<file path="config.mk">
export PLATFORM = sky130hd
export DESIGN_NAME = load_store_unit
export DESIGN_NICKNAME = d
export VERILOG_FILES = /design/src/rtl/lsu_pkg.sv /design/src/rtl/lsu_lane_align.sv /design/src/rtl/load_store_unit.sv
export SDC_FILE = /design/constraint.sdc
export NUM_CORES = 1
export LEC_CHECK = 0
export ABC_CLOCK_PERIOD_IN_PS = 4200
export CAP_MARGIN = 20
export CORE_MARGIN = 1
export CORE_UTILIZATION = 38
export CTS_BUF_LIST = sky130_fd_sc_hd__clkbuf_2 sky130_fd_sc_hd__clkbuf_4 sky130_fd_sc_hd__clkbuf_8
export DETAILED_ROUTE_END_ITERATION = 8
export MAX_ROUTING_LAYER = met4
export PLACE_DENSITY = 0.69
export SLEW_MARGIN = 10
export SYNTH_ARGS = -nofsm -noshare
export SYNTH_HDL_FRONTEND = slang
export SYNTH_SLANG_ARGS = --single-unit
export TNS_END_PERCENT = 30
</file>
<file path="constraint.sdc">
create_clock -name clk -period 4.2 [get_ports clk]
set_input_delay 0.63 -clock clk [delete_from_list [all_inputs] [get_ports clk]]
set_output_delay 0.63 -clock clk [all_outputs]
set_load 0.03 [all_outputs]
</file>
<file path="src/rtl/lsu_pkg.sv">
// Shared definitions for the load/store unit: access-size encodings, FSM states
// and the alignment rule applied when a request is accepted.
package lsu_pkg;

  localparam logic [1:0] SIZE_B = 2'b00;
  localparam logic [1:0] SIZE_H = 2'b01;
  localparam logic [1:0] SIZE_W = 2'b10;
  localparam logic [1:0] SIZE_D = 2'b11;

  typedef enum logic [1:0] {
    IDLE = 2'b00,
    RD   = 2'b01,
    WR   = 2'b10,
    RESP = 2'b11
  } lsu_state_e;

  function automatic logic is_misaligned(input logic [1:0] size, input logic [2:0] offset);
    logic mis;
    mis = 1'b0;
    case (size)
      SIZE_B:  mis = 1'b0;
      SIZE_H:  mis = offset[0];
      SIZE_W:  mis = |offset[1:0];
      default: mis = |offset;
    endcase
    return mis;
  endfunction

endpackage

</file>
<file path="src/rtl/lsu_lane_align.sv">
// Combinational byte-lane logic: extracts and extends a load from a little-endian
// dword, and merges store data into a dword for read-modify-write.
module lsu_lane_align
  import lsu_pkg::*;
#(
  parameter int DATA_W = 64
) (
  input  logic [DATA_W-1:0] mem_dword,
  input  logic [2:0]        offset,
  input  logic [1:0]        size,
  input  logic              is_signed,
  input  logic [DATA_W-1:0] wdata,
  output logic [DATA_W-1:0] load_data,
  output logic [DATA_W-1:0] merge_data
);

  logic [DATA_W-1:0] shifted;
  logic [DATA_W-1:0] wdata_sh;
  logic [DATA_W-1:0] bit_mask;
  logic [7:0]        size_mask;
  logic [7:0]        lane_mask;
  logic signed [7:0]  lane_b;
  logic signed [15:0] lane_h;
  logic signed [31:0] lane_w;

  always_comb begin
    shifted   = mem_dword >> {offset, 3'b000};
    lane_b    = shifted[7:0];
    lane_h    = shifted[15:0];
    lane_w    = shifted[31:0];
    load_data = shifted;
    case (size)
      SIZE_B:  load_data = is_signed ? {{(DATA_W-8){lane_b[7]}}, lane_b}
                                     : {{(DATA_W-8){1'b0}}, lane_b};
      SIZE_H:  load_data = is_signed ? {{(DATA_W-16){lane_h[15]}}, lane_h}
                                     : {{(DATA_W-16){1'b0}}, lane_h};
      SIZE_W:  load_data = is_signed ? {{(DATA_W-32){lane_w[31]}}, lane_w}
                                     : {{(DATA_W-32){1'b0}}, lane_w};
      default: load_data = shifted;
    endcase
  end

  // A dword store uses a full lane mask, so the merge passes wdata straight through.
  always_comb begin
    case (size)
      SIZE_B:  size_mask = 8'h01;
      SIZE_H:  size_mask = 8'h03;
      SIZE_W:  size_mask = 8'h0F;
      default: size_mask = 8'hFF;
    endcase
    lane_mask = size_mask << offset;
    bit_mask  = '0;
    for (int i = 0; i < 8; i++) begin
      bit_mask[8*i +: 8] = {8{lane_mask[i]}};
    end
    wdata_sh   = wdata << {offset, 3'b000};
    merge_data = (mem_dword & ~bit_mask) | (wdata_sh & bit_mask);
  end

endmodule

</file>
<file path="src/rtl/load_store_unit.sv">
// Single-outstanding load/store unit between the execute stage and a dword-wide
// data memory; sub-dword stores are done as read-modify-write.
module load_store_unit
  import lsu_pkg::*;
#(
  parameter int ADDR_W = 64,
  parameter int DATA_W = 64
) (
  input  logic              clk,
  input  logic              reset_n,
  input  logic              req_valid,
  output logic              req_ready,
  input  logic              req_is_store,
  input  logic [1:0]        req_size,
  input  logic              req_signed,
  input  logic [ADDR_W-1:0] req_addr,
  input  logic [DATA_W-1:0] req_wdata,
  output logic              resp_valid,
  output logic [DATA_W-1:0] resp_data,
  output logic              resp_fault,
  output logic [ADDR_W-1:0] mem_address,
  output logic [DATA_W-1:0] mem_wrt_data,
  output logic              mem_write,
  output logic              mem_read,
  input  logic [DATA_W-1:0] mem_read_data
);

  lsu_state_e        state, state_nxt;
  logic              accept;
  logic              is_store_p0;
  logic              fault_p0;
  logic              signed_p0;
  logic [1:0]        size_p0;
  logic [ADDR_W-1:0] addr_p0;
  logic [DATA_W-1:0] wdata_p0;
  logic [DATA_W-1:0] rdata_p1;
  logic [DATA_W-1:0] load_data;
  logic [DATA_W-1:0] merge_data;

  assign accept = req_valid && (state == IDLE);

  always_ff @(posedge clk or negedge reset_n) begin
    if (!reset_n) begin
      state       <= IDLE;
      is_store_p0 <= 1'b0;
      fault_p0    <= 1'b0;
    end else begin
      state <= state_nxt;
      if (accept) begin
        is_store_p0 <= req_is_store;
        fault_p0    <= is_misaligned(req_size, req_addr[2:0]);
      end
    end
  end

  // Stage p0: request capture; stage p1: memory dword captured at the end of RD.
  always_ff @(posedge clk) begin
    if (accept) begin
      size_p0   <= req_size;
      signed_p0 <= req_signed;
      addr_p0   <= req_addr;
      wdata_p0  <= req_wdata;
    end
    if (state == RD) begin
      rdata_p1 <= mem_read_data;
    end
  end

  lsu_lane_align #(.DATA_W(DATA_W)) u_lane_align (
    .mem_dword  (rdata_p1),
    .offset     (addr_p0[2:0]),
    .size       (size_p0),
    .is_signed  (signed_p0),
    .wdata      (wdata_p0),
    .load_data  (load_data),
    .merge_data (merge_data)
  );

  always_comb begin
    state_nxt    = state;
    req_ready    = 1'b0;
    mem_read     = 1'b0;
    mem_write    = 1'b0;
    mem_address  = '0;
    mem_wrt_data = '0;
    resp_valid   = 1'b0;
    resp_fault   = 1'b0;
    resp_data    = '0;
    case (state)
      IDLE: begin
        req_ready = 1'b1;
        if (req_valid) begin
          if (is_misaligned(req_size, req_addr[2:0])) state_nxt = RESP;
          else if (req_is_store && (req_size == SIZE_D)) state_nxt = WR;
          else state_nxt = RD;
        end
      end
      RD: begin
        mem_read    = 1'b1;
        mem_address = {addr_p0[ADDR_W-1:3], 3'b000};
        state_nxt   = is_store_p0 ? WR : RESP;
      end
      WR: begin
        mem_write    = 1'b1;
        mem_address  = {addr_p0[ADDR_W-1:3], 3'b000};
        mem_wrt_data = merge_data;
        state_nxt    = RESP;
      end
      default: begin
        resp_valid = 1'b1;
        resp_fault = fault_p0;
        if (!fault_p0 && !is_store_p0) resp_data = load_data;
        state_nxt  = IDLE;
      end
    endcase
  end

endmodule

</file>
## Word-level counts from Yosys, hierarchy flattened

Cells that the tools add are included.

- Output and inout port bits: 197
- Word-level logic and storage cells: 57
- Input bits: 199
- Flip-flop bits (word level): 199

- Reduce and logical (&&, ||, !) cells: 12
- Bitwise operators: 4
- Eq/ne operators: 8
- Muxes and demuxes: 22
- Shifts and indexed selects: 3

Operators with widths:

| kind | number |
|---|---|
| 2-to-1 mux 64 bit | 7 |
| case mux 64 bit (3 select lines) | 1 |
| AND 64 bit | 2 |
| inverter 64 bit | 1 |
| OR 64 bit | 1 |
| left shift 64 x 6 -> 64 bit | 1 |
| >> shifter 64 x 6 -> 64 bit | 1 |
| case mux 8 bit (3 select lines) | 1 |
| equality test 2 bit (second input constant) | 4 |
| 2-to-1 mux 1 bit | 8 |
| left shift 8 x 3 -> 8 bit | 1 |
| equality test 2 x 1 -> 1 bit (second input constant) | 3 |
| zero test 2 bit | 3 |
| 2-to-1 mux 2 bit | 3 |
| case mux 2 bit (3 select lines) | 1 |
| OR reduction 3 bit | 2 |
| OR reduction 2 bit | 2 |
| logical AND 1 bit | 3 |
| case mux 1 bit (3 select lines) | 1 |
| zero test 1 bit | 2 |
| inequality test 2 bit (second input constant) | 1 |

## Longest topological paths before layout

- Depth after elaboration: 7
- Gate-level depth with buffers: 9
- Mapped depth without buffers: 6

## Cells and area by module

A second synthesis with hierarchy kept.

- Cell total of the unflattened synthesis: 1050
- Area total of the unflattened synthesis: 12049.1 um2

By module, submodules not included:

| module | times used | area each (um2) | sequential area each (um2) | cells an instance |
|---|---|---|---|---|
| load_store_unit | 1 | 7539.7 | 5955.7 | 444 |
| lsu_lane_align | 1 | 4509.3 | 0.0 | 606 |

## Least setup slack after synthesis

Ideal clock, no wire load.

- Path type: reg2reg
- Start: register state[0]
- End: register addr_p0[0], enable pin
- Library setup time: 0.484 ns
- Buffers on the path: 0
- Arrival: 3.577 ns
- Data required time: 3.716 ns
- Stages on the path, launching flop included: 5
- Setup slack: 0.139 ns
- Clock period less this slack: 4.061 ns
- Path through: dfrtp_1 inv_1 ha_1 nand2_1 inv_1

- Cells in the longest elaborated chain, start to end: 2

Ends and longest elaborated chain:

| item | line | RTL |
|---|---|---|
| from (decl) | load_store_unit.sv:28 | `lsu_state_e state, state_nxt;` |
| from (signal assigned) | load_store_unit.sv:48 | `state <= state_nxt;` |
| zero test 2 bit | load_store_unit.sv:40 | `assign accept = req_valid && (state == IDLE);` |
| logical AND 1 bit | load_store_unit.sv:40 |  |
| net accept | load_store_unit.sv:29 | `logic accept;` |
| to (signal assigned) | load_store_unit.sv:61 | `addr_p0 <= req_addr;` |
| to (decl) | load_store_unit.sv:34 | `logic [ADDR_W-1:0] addr_p0;` |

The timed path passes the listed nets, and every way through them passes these cells.
A chain may end at the register's enable or synchronous reset.

## Final worst setup path

- Start: register addr_p0[2]
- End: output mem_wrt_data[35]

- Cells in the longest elaborated chain, start to end: 5
- Elaborated cells between the ends (all ways): 7
- Classes of those cells: shift (2); mux (1); bitwise (4)

Ends and longest elaborated chain:

| item | line | RTL |
|---|---|---|
| parallel branches: the longest is 3 deep, another holds left shift 64 x 6 -> 64 bit | - |  |
| OR 64 bit * | lsu_lane_align.sv:57 | `merge_data = (mem_dword & ~bit_mask) \| (wdata_sh & bit_mask);` |
| 2-to-1 mux 64 bit * | load_store_unit.sv:89 | `case (state)` |
| to (decl) | load_store_unit.sv:22 | `output logic [DATA_W-1:0] mem_wrt_data,` |

Mark *: on every way between the ends.

==> summary.md <==
| Metric | Value |
|---|---|
| CP arrival | 3370 ps |
| Final setup violation count | 0 |
| Synth-to-Final Area Change | 43.03% |
| Core ar. | 29950 um2 |
| Number of global-route vias before repair | 9859 |
| Overflow after GRT | 0 |
| Crit Path Max Fanout | 13 |
| TritonCTS Buffers | 17 |
| CP Capture Type | primary output |
| Worst slew pin tran | 870.1 ps |
| Layout cells sized above 1 | a little under a fifth |
| Static Leak | roughly 6.3 nW |
| Final min period | 3998 ps |
| Max Slew Vio Count | 0 |
| Initial antenna violation count | 2 |
| DP Area | 16330 um2 |
| Largest net degree at the start of global routing | 67 |
| Reg clk slew, reported paths | 110 ps |
| Die area | about 32000 um2 |
| RSZ-0062 raised after global routing | no |
| CTS sink cnt | a little under 200 |
| Final hold viol count | 0 |
| CTS tree | built |
| First-pass GRT wire length | between 60000 and 70000 um |
| FILL cells | 2574 |
| Final Cycle Share | 95.18% |
| Number of vias per cell | between 5 and 6 |
| Routed Antenna Nets | 0 |
| Number of synthesized register bits | around 200 |
| Synth warn | 0 |
| Register area share after synthesis | about half |
| WS Path Type | flop to primary output |
| Clock root cell | clkbuf_8 |
| Total Wirelength | roughly 44000 um |
| DIE WIDTH | 177.6 um |
| Port Buf Inserts | just under 400 |
| DRC | 0 |
| DRT Pass-1 Iters | 7 |
| Gpl congestion | between 0.9 and 1 |
| Commonest non-fill, non-tap cell in the layout | clkdlybuf4s50_1 |
| Final instance area | 16770 um2 |
| Nets@finish | 1554 |
| Initial Utilization | roughly two fifths |
| Post-DP HPWL | ~33000 um |
| Clk_lat worst skew | around 520 ps |
| Die Span Y | roughly 180 um |
| Skew final | ~20 ps |
| Worst Hold Class | primary input to asynchronous set/reset pin |
| Multi-input gate area | 5236 um2 |
| Achievable Freq | around 0.25 GHz |
| Total negative slack | 0 ps |
| Synth cell types | a little over 60 |
| Max Cap Viol | 0 |
| FFs w/ async S/R, synth | ~2% |
| WL/cell | roughly 25 um |
| Gr usage total | ~29% |
| Hold_buf cts | 0 |
| Cell Area, Synth | roughly 12000 um2 |
| Clock Tree Buf Depth | 2 |
| CP required | between 3000 and 4000 ps |
| Slew HR | between 40% and 50% |
| Synth Area per Inst | ~12 um2 |
| CTS H-tree lvls | 4 |
| Status | completed |
| Pwr Density | ~630 nW/um2 |
| CP startpoint kind | flop |
| Seq. cell area | slightly below 6000 um2 |
| Most frequent cells in the layout | clkdlybuf4s50_1 (327), edfxtp_1 (195), mux2i_1 (100) |
| Most used DFF post-synth | edfxtp_1 |
| Row Count | 63 |
| Vias | around 10000 |
| Num ports | between 300 and 400 |
| Initial drt markers | slightly below 900 |
| Syn Inst Count | roughly 1000 |
| Peak supply drop | 0.5620 mV |
| EDFF count, synth | 195 |
==> sequential cells by signal, indices dropped and copies added, names as in the netlist <==
name / count
addr_p0: 64
rdata_p1: 64
wdata_p0: 64
size_p0: 2
state: 2
fault_p0: 1
is_store_p0: 1
signed_p0: 1
==> layer usage <==
metal	track usage [%]	routed length [um]	vias up
li1	-	-	4440
met1	32.86	16720	4794
met2	48.47	22070	502
met5	-	0	-
met4	9.793	1223	0
met3	7.155	3851	73
==> cell families (layout without fill, tap and decap cells) <==
kind of cell | after synthesis | count (layout) | synth area share, %
compound gates | 242 | 242 | 16.30
fa+ha+maj | 4 | 4 | 0.4270
buf+inv | 102 | 474 | 4.878
flops | 199 | 199 | 50.81
mux | 152 | 152 | 15.26
other cells | 1 | 5 | 0.03199
simple gates | 290 | 290 | 12.30
==> area by class of cell <==
class	instances	area share, %
diodes	2	0.02985
clock buffers	17	1.396
clock inverters	15	1.060
inverters	12	0.2836
multi-input cells	691	31.23
flip-flops and latches	199	35.52
well taps	390	2.910
repair buffers	430	27.57
==> final timing paths <==
kind / from / endpoint / slack (ps) / cells after the start
min: reset_n / fault_p0$_DFFE_PN0P_ / 300 / 1
max: addr_p0[2]$_DFFE_PP_ / mem_wrt_data[35] / 200 / 5
max reg2reg: state[1]$_DFFE_PN0P_ / wdata_p0[40]$_DFFE_PP_ / 1920 / 5
max in group asynchronous: reset_n / state[0]$_DFFE_PN0P_ / 3710 / 1
min reg2reg: fault_p0$_DFFE_PN0P_ / fault_p0$_DFFE_PN0P_ / 550 / 2
min in group clk: fault_p0$_DFFE_PN0P_ / fault_p0$_DFFE_PN0P_ / 550 / 2
==> synth_stat cells (all sizes together) (2+ instances only) <==
cell / instances / area, um2
edfxtp: 195 / 5856
mux2i: 100 / 1001
nand2: 94 / 352.8
a21oi: 81 / 536.8
and2: 67 / 421.7
buf: 53 / 387.9
nor2: 52 / 200.2
nor2b: 38 / 237.7
clkbuf: 37 / 138.9
mux2: 34 / 382.9
o211a: 32 / 320.3
a211oi: 19 / 160.2
nand3: 19 / 95.09
mux4: 18 / 405.4
o21ai: 16 / 80.08
a21boi: 15 / 131.4
o2bb2ai: 12 / 105.1
inv: 11 / 41.29
o22ai: 11 / 68.82
a21o: 10 / 75.07
a2bb2oi: 10 / 93.84
nor3: 10 / 60.06
a222oi: 8 / 80.08
o211ai: 8 / 60.06
o221ai: 8 / 70.07
dfrtp: 4 / 100.1
ha: 4 / 50.05
a22oi: 2 / 15.01
nand2b: 2 / 12.51
or2: 2 / 12.52
==> worst max-delay path: stages (launching register included) <==
cell             delay (ps)
edfxtp_1                700
buf_4                   270
nor3b_2                 700
a222oi_1                240
nor2b_1                 200
clkdlybuf4s50_1         720
==> metrics by stage <==
stage                     power (mW)  hold WS [ps]  util (%)  std cells  worst slack, ps
final                          10.61         299.9     55.97       1756            202.3
after detailed placement       9.317         523.1     54.52       1721            598.7
after floorplan                6.745         334.4         -        992            138.5
after global placement         9.327         505.7     54.52       1721            712.2
after global routing           11.07         281.7     55.97       1756            50.53
after CTS                      10.65         268.7     55.89       1753           0.1277
==> report_power, final <==
group | internal, mW | switching (mW) | leakage, nW
Clock | 0.456 | 0.824 | 0.206
Sequential | 2.77 | 0.434 | 1.86
Combinational | 2.48 | 3.65 | 4.22
==> what timing repair did <==
item	4_1_cts	5_1_grt
endpoints found under the setup margin	0	33
resized for setup	0	3
setup buffers	0	1
hold endpoints to repair	0	0
No activity file was read; power rests on OpenSTA's default activity.
